$ cat src/rtl/merge_run_feeder.sv
// Source end of a 2:1 merge layer. It collects run A and then run B from a serial stream.
// It then presents the head of each run, with valid/last flags, to a consumer that pops them.
module merge_run_feeder #(
  parameter int DATA_WIDTH = 8,
  parameter int RUN_LEN    = 4,
  parameter int CNT_W      = $clog2(RUN_LEN + 1)
) (
  input  logic                  clk,
  input  logic                  rst,
  input  logic                  in_valid,
  input  logic [DATA_WIDTH-1:0] in_data,
  output logic                  in_ready,
  output logic [DATA_WIDTH-1:0] head_a,
  output logic [DATA_WIDTH-1:0] head_b,
  output logic                  valid_a,
  output logic                  valid_b,
  output logic                  last_a,
  output logic                  last_b,
  input  logic                  pop_a,
  input  logic                  pop_b,
  output logic                  done
);

  localparam int IDX_W = (RUN_LEN > 1) ? $clog2(RUN_LEN) : 1;
  localparam logic [CNT_W-1:0] LEN_C  = CNT_W'(RUN_LEN);
  localparam logic [CNT_W-1:0] LAST_C = CNT_W'(RUN_LEN - 1);
  localparam logic [CNT_W-1:0] ONE_C  = CNT_W'(1);

  typedef enum logic [1:0] {FILL_A, FILL_B, STREAM} state_t;

  state_t                state;
  logic [DATA_WIDTH-1:0] mem_a [RUN_LEN];
  logic [DATA_WIDTH-1:0] mem_b [RUN_LEN];
  logic [CNT_W-1:0]      wr_cnt, rd_a, rd_b;
  logic [CNT_W-1:0]      rd_a_nxt, rd_b_nxt;
  logic                  accept, streaming;

  // NOTE: every signal gets a default at the top of always_comb, so no path can infer a latch.
  always_comb begin
    streaming = (state == STREAM);
    accept    = in_valid && in_ready;
    valid_a   = streaming && (rd_a < LEN_C);
    valid_b   = streaming && (rd_b < LEN_C);
    last_a    = valid_a && (rd_a == LAST_C);
    last_b    = valid_b && (rd_b == LAST_C);
    head_a    = '0;
    head_b    = '0;
    if (valid_a) head_a = mem_a[rd_a[IDX_W-1:0]];
    if (valid_b) head_b = mem_b[rd_b[IDX_W-1:0]];
    // A pop of an empty run is dropped here, so the read counter cannot move past RUN_LEN.
    rd_a_nxt  = (pop_a && valid_a) ? rd_a + ONE_C : rd_a;
    rd_b_nxt  = (pop_b && valid_b) ? rd_b + ONE_C : rd_b;
  end

  // NOTE: the run storage has no reset. Reset clears the counters, which makes old contents unreachable.
  always_ff @(posedge clk) begin
    if (accept && state == FILL_A) mem_a[wr_cnt[IDX_W-1:0]] <= in_data;
    if (accept && state == FILL_B) mem_b[wr_cnt[IDX_W-1:0]] <= in_data;
  end

  // NOTE: state registers use non-blocking assignments, so every update reads pre-edge values.
  always_ff @(posedge clk) begin
    if (rst) begin
      state    <= FILL_A;
      wr_cnt   <= '0;
      rd_a     <= '0;
      rd_b     <= '0;
      in_ready <= 1'b1;
      done     <= 1'b0;
    end else begin
      done <= 1'b0;
      unique case (state)
        FILL_A: if (accept) begin
          if (wr_cnt == LAST_C) begin
            wr_cnt <= '0;
            state  <= FILL_B;
          end else begin
            wr_cnt <= wr_cnt + ONE_C;
          end
        end
        FILL_B: if (accept) begin
          if (wr_cnt == LAST_C) begin
            wr_cnt   <= '0;
            rd_a     <= '0;
            rd_b     <= '0;
            in_ready <= 1'b0;
            state    <= STREAM;
          end else begin
            wr_cnt <= wr_cnt + ONE_C;
          end
        end
        STREAM: begin
          rd_a <= rd_a_nxt;
          rd_b <= rd_b_nxt;
          // The done pulse and the return to filling happen together, as soon as both runs drain.
          if (rd_a_nxt == LEN_C && rd_b_nxt == LEN_C) begin
            done     <= 1'b1;
            in_ready <= 1'b1;
            state    <= FILL_A;
          end
        end
        default: begin
          state    <= FILL_A;
          in_ready <= 1'b1;
        end
      endcase
    end
  end

endmodule
$ cat config.mk
export PLATFORM = sky130hd
export DESIGN_NAME = merge_run_feeder
export DESIGN_NICKNAME = d
export VERILOG_FILES = /design/src/rtl/merge_run_feeder.sv
export SDC_FILE = /design/constraint.sdc
export NUM_CORES = 1
export LEC_CHECK = 0
export CORE_ASPECT_RATIO = 1.5
export CORE_MARGIN = 2
export CORE_UTILIZATION = 40
export CTS_BUF_LIST = sky130_fd_sc_hd__clkbuf_8
export CTS_CLUSTER_SIZE = 14
export DETAILED_ROUTE_END_ITERATION = 8
export DONT_BUFFER_PORTS = 1
export GPL_ROUTABILITY_DRIVEN = 0
export GPL_TIMING_DRIVEN = 0
export PLACE_DENSITY = 0.66
export SLEW_MARGIN = 20
export SYNTH_ARGS = -nofsm -noshare
export SYNTH_HDL_FRONTEND = slang
export SYNTH_SLANG_ARGS = --single-unit
$ cat constraint.sdc
create_clock -name clk -period 2.27 [get_ports clk]
set_input_delay 0.454 -clock clk [delete_from_list [all_inputs] [get_ports clk]]
set_output_delay 0.454 -clock clk [all_outputs]
set_load 0.02 [all_outputs]
==> results.py <==
metrics = {
    "run_status": {
        "status": "finished, final reports clean",
    },
    "global_routing": {
        "grt_max_degree": 13,
        "overflow": 0,
        "grt_pass1_wl_mm": 8.47,
        "grt_use_total": 0.131,
        "grt_pass1_vias": 1670,
        "antenna_found_initial": 0,
    },
    "finish": {
        "fill_cells": 688,
        "mostFrequentLayoutCells": "64 x edfxtp_1, 17 x dfxtp_1, 16 x mux4_2",
        "final_common_cell": "edfxtp_1",
        "diodes": 0,
        "nets": 233,
        "syn_to_final_growth_pct": 11.0,
        "drive_gt1_frac": 0.203,
        "fin_area_um2": 3620,
        "post-route-util": 0.455,
        "fin_cells": 322,
    },
    "placement": {
        "placed_cell_area_um2": 3390,
        "dp_hpwl_mm": 3.79,
        "placed_cells_incl_taps": 304,
        "place_ws_ps": -66.9,
        "portBuffers": 0,
    },
    "floorplan": {
        "die_x_um": 77.7,
        "core_um2": 7960,
        "die-area_um2": 8910,
        "ios": 35,
        "start_util": 0.410,
        "die_y_um": 115,
        "placementRows": 40,
    },
    "route": {
        "wirelength_mm": 5.88,
        "detail-route-antenna-nets": 0,
        "firstDrtPassIters": 4,
        "vias": 1662,
        "drt-initial-drc-count": 92,
        "wl_per_cell_um": 18.3,
        "viasPerCell": 5.16,
        "drcViolationCount": 0,
    },
    "setup_path": {
        "r2r_cells": 6,
        "cp-end-kind": "primary output",
        "cp.arrival_ps": 1710,
        "crit_path_top_delay_cell": "buf_1",
        "startpoint_type": "flop",
        "crit_type": "reg2out",
        "crit_chain": "buf_1 > mux4_2 > and2_1",
        "max_stage_delay_ps": 410,
        "crit_path_max_fanout": 8,
        "critPathRequiredTime_ps": 1820,
    },
    "synth": {
        "syn-cell-area_um2": 3260,
        "syn_area_per_cell_um2": 16.4,
        "yosys.area.top_type": "edfxtp_1",
        "synth_nets": 220,
        "yosysWarnings": 0,
        "syn_inst": 199,
        "synth_area_leaders": "edfxtp_1 59%, mux4_2 11%, dfxtp_1 10%, and2_1 4.2%, ha_1 3.1%",
        "synth_top_cell_area_share": 0.589,
        "synth_cell_type_count": 31,
        "ys_ff_latch": 81,
        "seq_area_frac_synth": 0.693,
    },
    "clock_network": {
        "cts.sinks": 81,
        "clk_pin_slew_ps": 80,
        "cts-root-buf": "clkbuf_8",
        "h-tree-depth": 3,
        "clock_latency_ps": 340,
        "cts_tree": "built",
        "cts_setup_buffers": 0,
        "numCtsBuffers": 9,
        "clock_path_buffers": 2,
    },
    "timing": {
        "max_freq_mhz": 462,
        "fin_skew_ps": 10.5,
        "layout_min_cycle_time_ps": 2170,
        "max-slew-margin-rel": 0.647,
        "slew_violations": 0,
        "tns_ps": 0,
        "report.final.hold_viol_count": 0,
        "rsz0062_at_grt": "no",
        "tightest_slew_ps": 530,
        "finalCritPeriodShare": 0.954,
        "timing.final.ws_setup_ps": 104,
        "setup_viol": 0,
    },
    "pwr": {
        "switchingPower_uw": 508,
        "p_sw_frac": 0.192,
        "pwr-share-clk": 0.362,
        "combPwrFrac": 0.020,
        "vdd_drop_max_uv": 271,
        "seq_power_share": 0.618,
        "p_leak_uw": 0.00119,
        "intPower_uw": 2140,
        "power_density_nw_per_um2": 730,
    },
    "hold_path": {
        "min_path_type": "in2reg",
        "worstHoldPathCells": 0,
    },
    "job": {
        "maxCapViolCount": 0,
    },
}
path summary, 6_finish.rpt:
check | from | slack (ps) | end
setup / recovery | flop | 100 | head_a[3]
hold / removal | in_data[1] | 200 | mem_b[2][1]$_DFFE_PP_
setup reg to reg | rd_a[2]$_SDFFE_PP0P_ | 410 | state[1]$_SDFFE_PP0P_
hold reg to reg | wr_cnt[2]$_SDFFE_PP0P_ | 450 | wr_cnt[2]$_SDFFE_PP0P_
cells in the mapped netlist:
library cell	instances
and3_1	5
nand2_1	2
xor2_1	1
nor2_1	10
nor4bb_2	1
nor2b_1	2
nand3_1	7
nor3_1	4
and3b_1	1
a21oi_1	7
o21ai_1	1
mux2i_1	1
a221oi_1	1
nand3b_1	3
dfxtp_1	17
buf_2	3
a211o_1	1
edfxtp_1	64
mux4_2	16
nand4bb_1	1
and2_1	22
inv_1	5
clkbuf_1	3
a31oi_1	3
nor4_1	1
or3_1	1
o31a_1	1
or2_2	1
buf_1	2
ha_1	8
nand2b_1	4
per-stage QoR:
step	hold slack [ps]	power (uW)
6_report	201	2640
5_1_grt	185	2720
4_1_cts	193	2660
3_5_place_dp	444	1720
3_3_place_gp	434	1720
2_1_floorplan	426	1700
per-layer routing:
metal | global-route usage | part of all wire | vias to the layer above
met2 | 0.238 | 0.55 | 32
met4 | 0.0643 | 0.021 | 0
met3 | 0.0386 | 0.044 | 10
met1 | 0.138 | 0.39 | 834
met5 | 0 | 0 | -
li1 | - | - | 786
state kept, by name, summed over array words and instances (netlist names), named ones only:
register  flops
done          1
in_ready      1
mem_a        32
mem_b        32
rd_a          3
rd_b          3
state         2
wr_cnt        3
cell type report:
class                           instances  area, um^2  area share
Clock buffer                            9         124      0.0342
Tap cell                              105         131      0.0363
Sequential cell                        81        2260       0.625
Buffer                                  8        38.8      0.0107
Multi-Input combinational cell        107         992       0.274
Clock inverter                          7        53.8      0.0149
Inverter                                5        18.8     0.00518
kinds of logic (layout without fill, tap and decap cells):
group,count (synthesis),count (layout),synth area share
flops,81,81,0.693
simple gates,65,67,0.118
buf+inv,13,29,0.0161
xor+xnor,1,1,0.00268
fa+ha+maj,8,8,0.0307
compound gates,14,14,0.0261
mux,17,17,0.113
worst max-delay path: cells and delay by family, from the launching register on:
family | cells | cell delay (ps)
buffers and inverters | 1 | 410
DFF | 1 | 310
muxes | 1 | 400
and+or+nand+nor | 1 | 240
what timing repair did:
| action | 4_1_cts | 5_1_grt |
|---|---|---|
| gates resized for setup | 4 | 11 |
| gates cloned | 0 | 2 |
| hold buffers | 0 | 0 |
| setup endpoints to repair | 19 | 18 |
| endpoints found under the hold margin | 0 | 0 |
| pin swaps | 0 | 2 |
power by group through the flow:
stage	sequential, uW	clock (uW)	combinational [uW]
floorplan	1660	0	39.7
global placement	1670	0	50.8
detailed placement	1670	0	52.5
CTS	1630	972	52.6
global route	1640	1030	56.6
finish	1630	957	51.6
Power figures use the tool's default switching activity.
